<file path="src/rtl/left_rotate_pipe.sv">
// Pipelined left shifter/rotator with valid/ready flow control.
// One binary shift stage per register, largest amount first, then a registered output stage.
module left_rotate_pipe #(
    parameter int unsigned WIDTH = 32,
    parameter int unsigned SHW   = 5,
    parameter int unsigned TAG_W = 4
) (
    input  logic             clock,
    input  logic             reset_n,
    input  logic             flush,
    input  logic             in_valid,
    output logic             in_ready,
    input  logic [WIDTH-1:0] in_data,
    input  logic [SHW-1:0]   in_shamt,
    input  logic             in_rot,
    input  logic [TAG_W-1:0] in_tag,
    output logic             out_valid,
    input  logic             out_ready,
    output logic [WIDTH-1:0] out_data,
    output logic [TAG_W-1:0] out_tag
);

    logic             vld_q   [SHW];
    logic [WIDTH-1:0] data_q  [SHW];
    logic [SHW-1:0]   shamt_q [SHW];
    logic             rot_q   [SHW];
    logic [TAG_W-1:0] tag_q   [SHW];
    logic [WIDTH-1:0] shifted [SHW];

    logic             out_valid_q;
    logic [WIDTH-1:0] out_data_q;
    logic [TAG_W-1:0] out_tag_q;

    logic adv;
    logic accept;

    function automatic logic [WIDTH-1:0] shl_stage(input logic [WIDTH-1:0] d,
                                                   input int unsigned     n,
                                                   input logic            en,
                                                   input logic            rot);
        logic [WIDTH-1:0] r;
        r = d;
        if (en) begin
            r = d << n;
            if (rot) begin
                r = r | (d >> (WIDTH - n));
            end
        end
        return r;
    endfunction

    // Stage k applies shift amount 2^(SHW-1-k) to its held operand on the way to stage k+1.
    always_comb begin
        adv      = ~out_valid_q | out_ready;
        in_ready = adv & ~flush;
        accept   = in_valid & in_ready;
        for (int k = 0; k < SHW; k++) begin
            shifted[k] = shl_stage(data_q[k], 32'd1 << (SHW - 1 - k),
                                   shamt_q[k][SHW-1-k], rot_q[k]);
        end
    end

    always_ff @(posedge clock or negedge reset_n) begin
        if (!reset_n) begin
            for (int k = 0; k < SHW; k++) begin
                vld_q[k]   <= 1'b0;
                data_q[k]  <= '0;
                shamt_q[k] <= '0;
                rot_q[k]   <= 1'b0;
                tag_q[k]   <= '0;
            end
            out_valid_q <= 1'b0;
            out_data_q  <= '0;
            out_tag_q   <= '0;
        end else if (flush) begin
            for (int k = 0; k < SHW; k++) begin
                vld_q[k] <= 1'b0;
            end
            out_valid_q <= 1'b0;
        end else if (adv) begin
            vld_q[0]   <= accept;
            data_q[0]  <= in_data;
            shamt_q[0] <= in_shamt;
            rot_q[0]   <= in_rot;
            tag_q[0]   <= in_tag;
            for (int k = 1; k < SHW; k++) begin
                vld_q[k]   <= vld_q[k-1];
                data_q[k]  <= shifted[k-1];
                shamt_q[k] <= shamt_q[k-1];
                rot_q[k]   <= rot_q[k-1];
                tag_q[k]   <= tag_q[k-1];
            end
            out_valid_q <= vld_q[SHW-1];
            // Bubbles leave the output payload untouched.
            if (vld_q[SHW-1]) begin
                out_data_q <= shifted[SHW-1];
                out_tag_q  <= tag_q[SHW-1];
            end
        end
    end

    assign out_valid = out_valid_q;
    assign out_data  = out_data_q;
    assign out_tag   = out_tag_q;

endmodule

</file>
<file path="config.mk">
export PLATFORM = sky130hd
export DESIGN_NAME = left_rotate_pipe
export DESIGN_NICKNAME = d
export VERILOG_FILES = /design/src/rtl/left_rotate_pipe.sv
export SDC_FILE = /design/constraint.sdc
export NUM_CORES = 1
export LEC_CHECK = 0
export ABC_AREA = 1
export BUFFER_PORTS_ARGS = -buffer_cell sky130_fd_sc_hd__clkbuf_2
export CORE_MARGIN = 5
export CORE_UTILIZATION = 54
export DETAILED_ROUTE_END_ITERATION = 6
export GPL_TIMING_DRIVEN = 1
export MAX_ROUTING_LAYER = met4
export PLACE_DENSITY = 0.77
export SYNTH_ARGS = -nofsm -noshare
export SYNTH_HDL_FRONTEND = slang
export SYNTH_SLANG_ARGS = --single-unit
</file>
<file path="constraint.sdc">
create_clock -name clock -period 1.15 [get_ports clock]
set_input_delay 0.1725 -clock clock [delete_from_list [all_inputs] [get_ports clock]]
set_output_delay 0.1725 -clock clock [all_outputs]
set_load 0.01 [all_outputs]
</file>
# [Word-level counts from Yosys, hierarchy flattened]
# Cells that the tools add are included.
[classes] muxes=14 bitwise_logic=10 reduce_logical=3
[ops] cell="$mux W32" count=10
[ops] cell="$or A32 B1 Y32" count=1
[ops] cell="$or A32 B16 Y32" count=1
[ops] cell="$or A32 B2 Y32" count=1
[ops] cell="$or A32 B4 Y32" count=1
[ops] cell="$or A32 B8 Y32" count=1
[ops] cell="$mux W5" count=2
[ops] cell="$reduce_and A3 Y1" count=1
[ops] cell="$and A1 B1 Y1" count=2
[ops] cell="$mux W1" count=2
[ops] cell="$not A1 Y1" count=2
[ops] cell="$reduce_and A2 Y1" count=1
[ops] cell="$reduce_bool A2 Y1" count=1
[ops] cell="$or A1 B1 Y1" count=1
[word_totals] ff_bits=242 output_inout_bits=38 elab_cells=55

# [Depth between registers and ports, before layout]
# Gate-level depths: netlist (run 1).
[depth] depth_word=6 depth_mapped=8

# [Least setup slack after synthesis (run 1)]
# OpenSTA, ideal clock, no wires.
[synth_path] path_type="flip-flop to flip-flop" start="reg shamt_q[24] (netlist name)" end="reg data_q[110] (netlist name)" setup_time_ps=117 t_arrival_ps=1021 slack_ps=12 stages_incl_launch_ff=7 synth_period_minus_slack_ps=1138 cell_sequence="dfrtp_1 > buf_4 > nand2_1 > clkbuf_1 > o21ai_0 > nand2_1 > nand2_1"
[synth_via] elab_chain_cells=1
[synth_lines] element="start: declaration" line="25" source="logic [SHW-1:0] shamt_q [SHW];"
[synth_lines] element="start signal: indexed assignment" line="89" source="shamt_q[k] <= shamt_q[k-1];"
[synth_lines] element="$mux W32" line="43" source="if (en) begin"
[synth_lines] element="end signal: indexed assignment" line="88" source="data_q[k] <= shifted[k-1];"
[synth_lines] element="end: declaration" line="24" source="logic [WIDTH-1:0] data_q [SHW];"
# Every way passes these cells.
# A chain may end at the register's enable or synchronous reset.

# [Final worst setup path (run 1)]
[layout_path] start="reg out_valid_q (netlist: out_valid)" end="out in_ready"
[layout_via] elab_chain_cells=3
[layout_lines] element="start: declaration" line="30" source="logic out_valid_q;"
[layout_lines] element="start signal: assignment" line="93" source="out_valid_q <= vld_q[SHW-1];"
[layout_lines] element="$not A1 Y1" line="54" source="adv = ~out_valid_q | out_ready;"
[layout_lines] element="$or A1 B1 Y1" line="54"
[layout_lines] element="$and A1 B1 Y1" line="55" source="in_ready = adv & ~flush;"
[layout_lines] element="end: declaration" line="12" source="output logic in_ready,"
# Every way passes these cells.

==> run summary, run 1 <==
The flow ran to the end, but the final reports show violations. The checks that failed: negative setup slack. The final-report hold violation count is 0.

Routability-driven placement finished with a final weighted congestion of a little under 0.9. The worst hold path belongs to the class in2reg. The depth of the worst register-to-register path came out at 9. In this run the number of H-tree levels came out at 1.

The critical path goes through nand2_2 > nand2_8 > inv_16 > buf_8. The root buffer cell is sky130_fd_sc_hd__clkbuf_16. The part of the cycle the worst path needs is 131%. The data arrival time of the critical path came out at ~1300 ps. In this run the tightest slew margin relative to its limit is 59.8%. Setup repair after global routing could not meet its margin everywhere. The critical path in this run is classified as reg2out.

The global-route usage over all layers is 26.0%. The worst setup path is captured at an output pin. The biggest cell delay along the critical path came out at 400 ps. The total overflow left after global routing is 0.

The setup TNS is -60190 ps. The standard cell core area came out at 20300 um2. The worst setup slack for register-to-register paths came out at -360 ps. The master of the slowest instance on the critical path is sky130_fd_sc_hd__dfrtp_1. The critical-path maximum fanout is 2. In this run the horizontal extent of the chip is 154 um.

VDD sags by at most 1.47 mV. The worst hold path was traced through 4 stages. The number of placement rows is 52.

Setup violations remaining at the end of the flow were counted as 279. The number of slew-limit violations in the final report is 0. The synthesized netlist cell count is 1492. The number of top-level design ports came out at 85.

The top cell types in the final layout, fill and taps aside, are 669 x sky130_fd_sc_hd__nand2_1, 241 x sky130_fd_sc_hd__dfrtp_1, 168 x sky130_fd_sc_hd__nand2_2. In the final routed layout, each cell accounts on average for 22.2 um. The reg-to-reg endpoint is data_q[137]. The count of buffer and inverter cells on the critical path came out at 2. The count of port buffers added during placement came out at 84. The number of search-and-repair iterations in the first detailed-routing pass is 6. The flop and latch count out of synthesis is ~240. The critical path starts at out_valid. For hold timing, the worst endpoint is out_valid. The count of nets left with antenna violations once routing finished came out at 0. After layout, the minimum clock period comes to 1510 ps. The vias per cell is 6.19. The max-capacitance violation count came out at 0. The synthesized netlist occupies a cell area of 11200 um2.

For this run, the number of standard cells in the final layout without fillers is about 2.0k. Counting the buffers created by CTS gives 26. The global-route wire length before repair came out at roughly 50000 um. The TritonCTS clock tree is built. The worst register-to-register path begins at out_valid. The number of global-route vias before repair came out at 10.2k.

The worst setup path is launched from a flip-flop. The slew of the pin with the lowest slew margin is between 500 and 600 ps. The total of fill cells in the finished design is between 900 and 1k. The leading cell type in the layout, fill and taps excluded is sky130_fd_sc_hd__nand2_1. The register area share after synthesis is 54.2%. Broken down by cell family, the worst path's largest delay share belongs to flip-flops.

The initial core utilization came out at 55.0%. The maximum number of pins on one net before global-route repair is 55. The clock passes through at most 3 buffers. Synthesis instantiated 17 different standard cells from the library. The detailed-route via count is 12.3k. The vertical extent of the die is roughly 150 um. The number of antenna violations at the first check in global routing came out at 0. The latest clock arrival within the worst-skew pair is 560 ps. In the final layout, the share of cells above drive strength 1 is between 30% and 40%. The static power due to leakage is a little under 9 nW. The number of warnings printed during yosys synthesis came out at 0. At the end of the flow, the number of nets in the layout was 1740. For this block, the routed nets add up to 44000 um of wire. Relative to the synthesized area, the layout overhead comes to 45.0%. The timing-limited maximum frequency is between 0.6 and 0.7 GHz.

After clock tree synthesis, the clock-pin slew on the worst setup and hold paths is roughly 60 ps. The data required time at the worst endpoint came out at between 900 and 1000 ps. A synthesized cell averages roughly 7.5 um2. After detailed routing, the number of remaining DRC violations is 0. The total instance count after detailed placement is between 1.5k and 2k. The clock sink count is about 240.

In this run the most critical hold path is launched from flush. Cells fill 79.8% of the core in the end. The final worst slack is -357 ps. The area of the die came out at about 24000 um2. The antenna diode instance count came out at 0.

The worst setup skew after layout is 22.0 ps. Summed over all nets, the half-perimeter wirelength after detailed placement is 16600 um. The DRC violation total after the first TritonRoute iteration came out at 1700.

The power per standard cell area is 1590 nW/um2. When the netlist entered floorplanning its net count stood at 1539.
-- cell type report --
type	instances	area (um2)	share of cell area [%]
sequential	242	6060	37.4
clock buffer	38	777	4.80
multi-input combinational	1095	5490	33.9
timing repair buffer	260	3170	19.6
clock inverter	8	92.6	0.572
tap	270	338	2.09
inverter	68	275	1.70
-- worst register-to-register path, delay by kind of cell (launching register included) --
family	cells	cell delay [ps]
buffers and inverters	5	640
AND/OR/NAND/NOR	4	370
flip-flops	1	380
-- layer usage --
layer,vias to the layer above,track usage (%),part of all wire [%]
li1,4954,-,-
met1,5776,32.9,33
met2,1131,43.4,48
met3,396,3.63,11
met4,0,8.62,8.4
met5,-,-,0
-- through the flow --
| step | setup slack [ps] | hold WS, ps | area (um2) | power, W |
|---|---|---|---|---|
| finish | -357 | 129 | 16200 | 0.0258 |
| global placement | -66.0 | 106 | 12100 | 0.0142 |
| detailed placement | -125 | 109 | 12100 | 0.0144 |
| CTS | -347 | 60.4 | 14100 | 0.0233 |
| floorplan | 11.7 | -123 | 11200 | 0.0130 |
| global route | -377 | 150 | 16200 | 0.0266 |
-- cells in the mapped netlist --
cell type	n	area share, %
sky130_fd_sc_hd__nor2_4	1	0.10
sky130_fd_sc_hd__nand3_1	44	2.0
sky130_fd_sc_hd__clkbuf_2	1	0.045
sky130_fd_sc_hd__inv_1	66	2.2
sky130_fd_sc_hd__nand2_1	931	31
sky130_fd_sc_hd__buf_4	33	2.2
sky130_fd_sc_hd__o21ai_0	115	5.2
sky130_fd_sc_hd__o21ai_1	1	0.045
sky130_fd_sc_hd__clkbuf_1	13	0.44
sky130_fd_sc_hd__nand3_2	1	0.090
sky130_fd_sc_hd__nand2_2	1	0.056
sky130_fd_sc_hd__dfrtp_1	242	54
sky130_fd_sc_hd__buf_6	3	0.30
sky130_fd_sc_hd__inv_2	1	0.034
sky130_fd_sc_hd__inv_4	1	0.056
sky130_fd_sc_hd__buf_2	37	1.7
sky130_fd_sc_hd__nand2_4	1	0.10
-- how the worst max path moves through the flow --
stage	depth (start not counted)	slack, ps	endpoint
after floorplan	6	10	data_q[110]
after global placement	7	-70	tag_q[2]
after detailed placement	5	-130	data_q[18]
after CTS	4	-350	in_ready
after global routing	4	-380	in_ready
final	4	-360	in_ready
-- registers in the layout (all words and copies together) (netlist names) --
signal	flops
data_q	160
out_data	32
out_tag	4
out_valid	1
rot_q	5
shamt_q	15
tag_q	20
vld_q	5
-- power breakdown --
group          switching, W  total [W]  internal (W)  leakage (nW)
clock network       0.00370    0.00881       0.00511         0.430
registers           0.00122     0.0109       0.00973          3.15
logic               0.00364    0.00600       0.00237          5.35
-- repair_timing --
action	in CTS	in global routing
pin swaps	2	52
gates resized for setup	33	419
gates cloned	15	24
buffers inserted	18	31
hold buffers	44	0
setup endpoints to repair	272	280
endpoints found under the hold margin	285	0
-- logic make-up (layout without fill, tap and decap cells) --
kind of cell	after synthesis	in the layout	synth area share (%)
simple gates	979	979	33.6
flops	242	242	54.2
buf+inv	155	374	6.97
compound gates	116	116	5.20
Power figures use the tool's default switching activity.
==> inputs of run 2 (changes only) <==
Settings changed: ABC_AREA 1 to default.
==> run summary, run 2 <==
The cell that appears most often on the critical path is sky130_fd_sc_hd__buf_6. The worst supply voltage drop on vdd was 1.21 mV (was 1.47 mV). The initial core utilization came out at 55.3% (was 55.0%).

The number of warnings printed during yosys synthesis came out at 0 (unchanged). The number of flip-flops in the largest register was 160 (unchanged). The per-cell routed wire length came out at 21.0 um (was 22.2 um). The synthesized netlist cell count came out at 900 (was 1492).

The area added between synthesis and finish came to 35.8% (was 45.0%). The total overflow reported by the global router is 0 (unchanged). The async set-or-reset flop fraction in the synthesized netlist came out at 100% (unchanged).

The number of synthesized flops with an enable pin came out at 0 (unchanged). The number of search-and-repair iterations in the first detailed-routing pass is 5 (was 6). The cell taking the most area after synthesis was sky130_fd_sc_hd__dfrtp_1 (unchanged). The vertical extent of the die came to 152 um (was 154 um). The root buffer cell is sky130_fd_sc_hd__clkbuf_16 (unchanged).

The number of global-route vias before repair came out at 8065 (was 10.2k). The worst slew margin relative to its limit came to 68.6% (was 59.8%). The flop and latch count out of synthesis came to 242 (unchanged).

The number of nets with antenna violations after routing came out at 0 (unchanged). The net count of the finished layout came to 1150 (was 1740). Setup repair after global routing missed its margin: yes (unchanged).

The total wire length came out at 29100 um (was 44000 um). The vias per cell came out at 5.81 (was 6.19). The most numerous cell in the Yosys netlist is sky130_fd_sc_hd__o21ai_0 (was sky130_fd_sc_hd__nand2_1). The global-route wire length before repair is 43000 um (was 50200 um).

The biggest cell delay along the critical path is 410 ps (was 400 ps). The count of buffer and inverter cells on the critical path was 3 (was 2). The netlist area before placement is 10800 um2 (was 11200 um2). The max-capacitance violation count is 0 (unchanged). The detailed placement HPWL came out at 15700 um (was 16600 um). The number of distinct library cells after synthesis came out at 23 (was 17).

The DRC violation total after the first TritonRoute iteration is 638 (was 1700). The worst setup slack for register-to-register paths came out at -530 ps (was -360 ps). The number of failing setup endpoints in the final timing report came out at 280 (was 279).

The register area share after synthesis is 55.9% (was 54.2%). The power per standard cell area is 1760 nW/um2 (was 1590 nW/um2). The width of the die is 152 um (was 154 um).

The final worst slack is -528 ps (was -357 ps). The final routed DRC violation total is 0 (unchanged). The data required time at the worst endpoint is 1540 ps (was 980 ps). The critical-path maximum fanout is 8 (was 2). The leading cell type in the layout, fill and taps excluded is sky130_fd_sc_hd__dfrtp_1 (was sky130_fd_sc_hd__nand2_1). The antenna diode instance count came out at 0 (unchanged). The master of the slowest instance on the critical path is sky130_fd_sc_hd__dfrtp_1 (unchanged). The clock transition at the registers of the reported paths came to 60 ps (about the same).

The element type at the critical path end is a flip-flop (was output pin). The standard cell core area came out at 19600 um2 (was 20300 um2). The final-report hold violation count came out at 0 (unchanged). The number of H-tree levels came out at 1 (unchanged). The count of port buffers added during placement came to 84 (unchanged). The number of top-level design ports came out at 85 (unchanged).

The clock period minus final worst setup slack came out at 1680 ps (was 1510 ps). Cell types with the largest area share after synthesis: sky130_fd_sc_hd__dfrtp_1 56%, sky130_fd_sc_hd__mux2_2 13%, sky130_fd_sc_hd__o21ai_0 12% (was sky130_fd_sc_hd__dfrtp_1 54%, sky130_fd_sc_hd__nand2_1 31%, sky130_fd_sc_hd__o21ai_0 5.2%). The share of final-layout standard cells stronger than drive strength 1 is 37.0% (was 30.9%). The largest register by flop count is data_q (unchanged). The global-route usage over all layers is 24.0% (was 26.0%). The data arrival time of the critical path came out at 2070 ps (was 1330 ps).

The classification of the worst setup path is reg2reg (was reg2out). The clock sink count came out at 242 (unchanged). The main flop type after synthesis is sky130_fd_sc_hd__dfrtp_1 (unchanged). Commonest cells after routing, fill and taps aside: 242 x sky130_fd_sc_hd__dfrtp_1, 146 x sky130_fd_sc_hd__o21ai_0, 100 x sky130_fd_sc_hd__mux2_4 (was 669 x sky130_fd_sc_hd__nand2_1, 241 x sky130_fd_sc_hd__dfrtp_1, 168 x sky130_fd_sc_hd__nand2_2).

The total instance count after detailed placement came to 1239 (was 1807). The number of antenna violations at the first check in global routing is 0 (unchanged). The launching element type of the critical path is a flip-flop (unchanged). The static power due to leakage is 6.91 nW (was 8.93 nW). The latest clock arrival within the worst-skew pair came out at 510 ps (was 560 ps). The number of buffers on the longest clock path is 3 (unchanged).

The area of the die is 23000 um2 (was 23700 um2). The cell family with the largest share of critical-path delay was buffers and inverters (was flip-flops). The average footprint of a synthesized cell came out at 12.0 um2 (was 7.49 um2). The worst setup skew after layout came to 9.05 ps (was 22.0 ps). The path category of the worst min-delay check is in2async (was in2reg). The number of placement rows came to 51 (was 52).

The part of the cycle the worst path needs was 146% (was 131%). The total nets after synthesis came out at 947 (was 1539). The number of standard cells in the layout, taps in and fillers out came out at 1385 (was 1981). The total clock buffers created by CTS is 25 (was 26). The maximum number of pins on one net before global-route repair came to 69 (was 55). The timing-limited maximum frequency came out at 0.596 GHz (was 0.664 GHz). Violations in the final reports: negative setup slack (unchanged).

The post-place setup slack is -362 ps (was -125 ps). The TritonCTS clock tree is built (unchanged). The share of the synthesized area in the top cell type is 55.9% (was 54.2%). The slew of the pin with the lowest slew margin came out at 471 ps (was 596 ps). The global placer's final weighted congestion came out at 0.783 (was 0.871). List of most frequent post-synthesis cells: 257 x sky130_fd_sc_hd__o21ai_0, 242 x sky130_fd_sc_hd__dfrtp_1, 123 x sky130_fd_sc_hd__mux2_2, 98 x sky130_fd_sc_hd__mux2i_1, 47 x sky130_fd_sc_hd__clkbuf_1 (was 931 x sky130_fd_sc_hd__nand2_1, 242 x sky130_fd_sc_hd__dfrtp_1, 115 x sky130_fd_sc_hd__o21ai_0, 66 x sky130_fd_sc_hd__inv_1, 44 x sky130_fd_sc_hd__nand3_1). The number of slew-limit violations in the final report is 0 (unchanged). Result of the run: finished, violations left (unchanged). The detailed-route via count is 8050 (was 12.3k). Cells along the critical path: buf_6 > nor2b_4 > nor3b_4 > buf_12 > buf_6 > mux2_1 (was nand2_2 > nand2_8 > inv_16 > buf_8).
[run 2: layer usage]
metal	GRT usage (%)	vias up	wire (um)
met5	-	-	0
met2	40.4	265	14700
met1	30.8	4022	12100
met4	7.01	0	964
li1	-	3689	-
met3	3.15	74	1270
[run 2: area by class of cell]
class / instances / area, um2
inverter: 2 / 15.0
timing repair buffer: 256 / 2670
tap: 265 / 332
clock inverter: 9 / 145
sequential: 242 / 6060
clock buffer: 35 / 693
multi-input combinational: 576 / 4800
fill: 1200 / 4880
[run 2: final timing paths]
path | start | to | cells after the start
max | out_valid | out_data[28] | 6
min | reset_n | data_q[19] | 2
max reg2reg | out_valid | out_data[28] | 6
min reg2reg | out_tag[1] | out_tag[1] | 1
max in group asynchronous | reset_n | tag_q[11] | 3
min in group clock | out_ready | vld_q[1] | 5
[run 2: report_power, final]
part	total (W)	internal, W	switching [W]
clock	0.00833	0.00508	0.00325
combinational	0.00598	0.00341	0.00257
sequential	0.0116	0.0101	0.00143
[run 2: logic make-up (layout without fill, tap and decap cells)]
| group | after synthesis | after routing | synth area share, % |
|---|---|---|---|
| AOI/OAI and AO/OA | 292 | 292 | 13.8 |
| buffers and inverters | 82 | 302 | 3.87 |
| DFF | 242 | 242 | 55.9 |
| muxes | 237 | 237 | 23.8 |
| and+or+nand+nor | 47 | 47 | 2.58 |
[run 2: repair_timing]
action / CTS / global route
pin swaps: 4 / 4
gates cloned: 7 / 15
gates resized for setup: 69 / 155
endpoints found under the hold margin: 285 / 0
setup buffers: 7 / 29
setup endpoints to repair: 280 / 280
hold buffers: 44 / 0
[run 2: per-stage QoR]
step / TNS [ps] / util (%) / instance area, um2 / total power [W] / hold slack [ps]
floorplan: -57450 / - / 11200 / 0.0146 / -123
global route: -101000 / 75.1 / 14700 / 0.0271 / 160
CTS: -81390 / 70.9 / 13900 / 0.0252 / 153
detailed placement: -44810 / 62.5 / 12200 / 0.0165 / 96.2
finish: -84530 / 75.1 / 14700 / 0.0259 / 148
global placement: -39010 / 62.5 / 12200 / 0.0162 / 92.4
==> inputs of run 3 (changes only) <==
Settings changed: RECOVER_POWER from default to 100, SLEW_MARGIN from default to 20.
==> run summary, run 3 (synthesis results as in run 2) <==
Result of the run: finished, violations left (unchanged). Violations in the final reports: negative setup slack (unchanged). The maximum number of pins on one net before global-route repair came out at 69 (unchanged).

The area added between synthesis and finish came out at 35.1% (was 35.8%). The global-route usage over all layers is 24.0% (unchanged). The number of slew-limit violations in the final report is 0 (unchanged). The number of search-and-repair iterations in the first detailed-routing pass is 5 (unchanged). The number of buffers on the longest clock path came out at 3 (unchanged). The vias per cell came out at 5.80 (was 5.81). The latest clock arrival within the worst-skew pair is 520 ps (was 510 ps). The timing-limited maximum frequency is 0.597 GHz (was 0.596 GHz). The total wire length is 29100 um (about the same). The global placer's final weighted congestion came out at 0.783 (unchanged).

The worst slew margin relative to its limit is 60.1% (was 68.6%). The standard cell core area came to 19600 um2 (unchanged). The global-route wire length before repair came out at 43000 um (unchanged). The number of failing setup endpoints in the final timing report is 280 (unchanged). The post-layout utilization of the core is 74.7% (was 75.1%). The total clock buffers created by CTS came out at 25 (unchanged). The max-capacitance violation count is 0 (unchanged). The largest register by flop count is data_q (unchanged). The launching element type of the critical path was a flip-flop (unchanged). The detailed-route via count is 8035 (was 8050). The data required time at the worst endpoint was 1540 ps (about the same). The critical-path maximum fanout is 8 (unchanged). The reg-to-reg endpoint is out_data[28] (unchanged). The leading cell type in the layout, fill and taps excluded is sky130_fd_sc_hd__dfrtp_1 (unchanged).

The number of antenna violations at the first check in global routing came out at 0 (unchanged). The TritonCTS clock tree was built (unchanged). The number of flip-flops in the largest register is 160 (unchanged). The worst setup slack for register-to-register paths is -520 ps (was -530 ps). The width of the die came out at 152 um (unchanged). The slew of the pin with the lowest slew margin came to 599 ps (was 471 ps). The hold path depth came out at 5. The final worst slack was -525 ps (was -528 ps). Commonest cells after routing, fill and taps aside: 242 x sky130_fd_sc_hd__dfrtp_1, 146 x sky130_fd_sc_hd__o21ai_0, 100 x sky130_fd_sc_hd__mux2_4 (unchanged). The element type at the critical path end was a flip-flop (unchanged). The number of standard cells in the layout, taps in and fillers out was 1385 (unchanged). The number of placement rows was 51 (unchanged). The worst setup skew after layout is 14.2 ps (was 9.05 ps). The initial core utilization came to 55.3% (unchanged).

The path category of the worst min-delay check was in2reg (was in2async). The root buffer cell is sky130_fd_sc_hd__clkbuf_16 (unchanged). The power per standard cell area came out at 1770 nW/um2 (was 1760 nW/um2).

The total instance count after detailed placement was 1239 (unchanged). The setup TNS came to -83890 ps (was -84530 ps). The clock period minus final worst setup slack came out at 1670 ps (was 1680 ps). The total power after layout came out at 0.0259 W (about the same). The final routed DRC violation total came to 0 (unchanged). The post-placement cell area came out at 12200 um2 (unchanged).

The detailed placement HPWL is 15700 um (unchanged). The post-layout instance area is 14600 um2 (was 14700 um2). The number of top-level design ports was 85 (unchanged). The per-cell routed wire length is 21.0 um (about the same). The share of final-layout standard cells stronger than drive strength 1 is 37.0% (unchanged). The path with the worst hold slack has its endpoint at vld_q[1]. The count of port buffers added during placement is 84 (unchanged).

The final-report hold violation count is 0 (unchanged). The total overflow reported by the global router came to 0 (unchanged). The vertical extent of the die came out at 152 um (unchanged). The antenna diode instance count came to 0 (unchanged). The clock sink count is 242 (unchanged). The launching point of the worst reg2reg path is out_valid (unchanged). Setup repair after global routing missed its margin: yes (unchanged).

The clock transition at the registers of the reported paths is 60 ps (about the same). The startpoint of the worst hold path is out_ready. The data arrival time of the critical path came out at 2070 ps (about the same). The static power due to leakage came out at 6.88 nW (was 6.91 nW).

The part of the cycle the worst path needs came out at 146% (about the same). The net count of the finished layout is 1150 (unchanged). The number of H-tree levels came to 1 (unchanged). The number of global-route vias before repair is 8065 (unchanged).

The area of the die came to 23000 um2 (unchanged). The depth of the worst register-to-register path is 6 (unchanged). The number of nets with antenna violations after routing was 0 (unchanged). The worst supply voltage drop on vdd is 1.20 mV (was 1.21 mV). The classification of the worst setup path is reg2reg (unchanged). The DRC violation total after the first TritonRoute iteration came out at 668 (was 638).
==> run 3: changes by cell type in the layout (fill, tap and decap cells not counted), sizes merged <==
cell	before	now
buf	126	123
clkbuf	120	123
==> run 3: worst max-delay path by stage <==
stage,cells past startpoint,startpoint,slack [ps],endpoint
after floorplan,6,out_valid,-480,out_data[21]
after global placement,4,out_valid,-330,out_tag[0]
after detailed placement,4,out_valid,-360,out_data[6]
after CTS,5,out_valid,-490,out_data[24]
after global routing,6,out_valid,-590,out_data[28]
final,6,out_valid,-520,out_data[28]
==> run 3: metrics by stage <==
step | setup WS [ps] | hold WS [ps]
2_1_floorplan | -479 | -123
5_1_grt | -593 | 228
4_1_cts | -489 | 153
6_report | -525 | 218
3_3_place_gp | -333 | 92.4
3_5_place_dp | -362 | 96.2
==> run 3: area by class of cell <==
cell class                      instances  area, um2
Clock buffer                           35        693
Clock inverter                          9        145
Fill cell                            1216       4950
Inverter                                2       15.0
Multi-Input combinational cell        576       4800
Sequential cell                       242       6060
Tap cell                              265        332
Timing Repair Buffer                  256       2600
==> run 3: per-layer routing <==
metal  track usage, %  routed length, um  vias to the layer above
met5                -                  0                        -
met4             7.01                907                        0
met3             3.15               1260                       62
met2             40.4              14800                      277
met1             30.8              12100                     4008
li1                 -                  -                     3688
==> run 3: where the power goes <==
part / total (W) / internal, W / switching, W
sequential: 0.0116 / 0.0101 / 0.00143
combinational: 0.00594 / 0.00338 / 0.00256
clock: 0.00834 / 0.00508 / 0.00326
total: 0.0259 / 0.0186 / 0.00725
==> run 3: repair_timing <==
item                                    in CTS  in global routing
gates cloned                                 7                 15
pin swaps                                    4                  4
resized for setup                           69                155
endpoints found under the setup margin     280                280
hold buffers                                44                  0
setup buffers                                7                 29
endpoints found under the hold margin      285                  0
==> run 3: critical path, cell delays in order (launching register included) <==
cell and delay, ps:
sky130_fd_sc_hd__dfrtp_1 410, sky130_fd_sc_hd__buf_6 130, sky130_fd_sc_hd__nor2b_4 120, sky130_fd_sc_hd__nor3b_4 220, sky130_fd_sc_hd__buf_12 190, sky130_fd_sc_hd__buf_6 140, sky130_fd_sc_hd__mux2_1 330
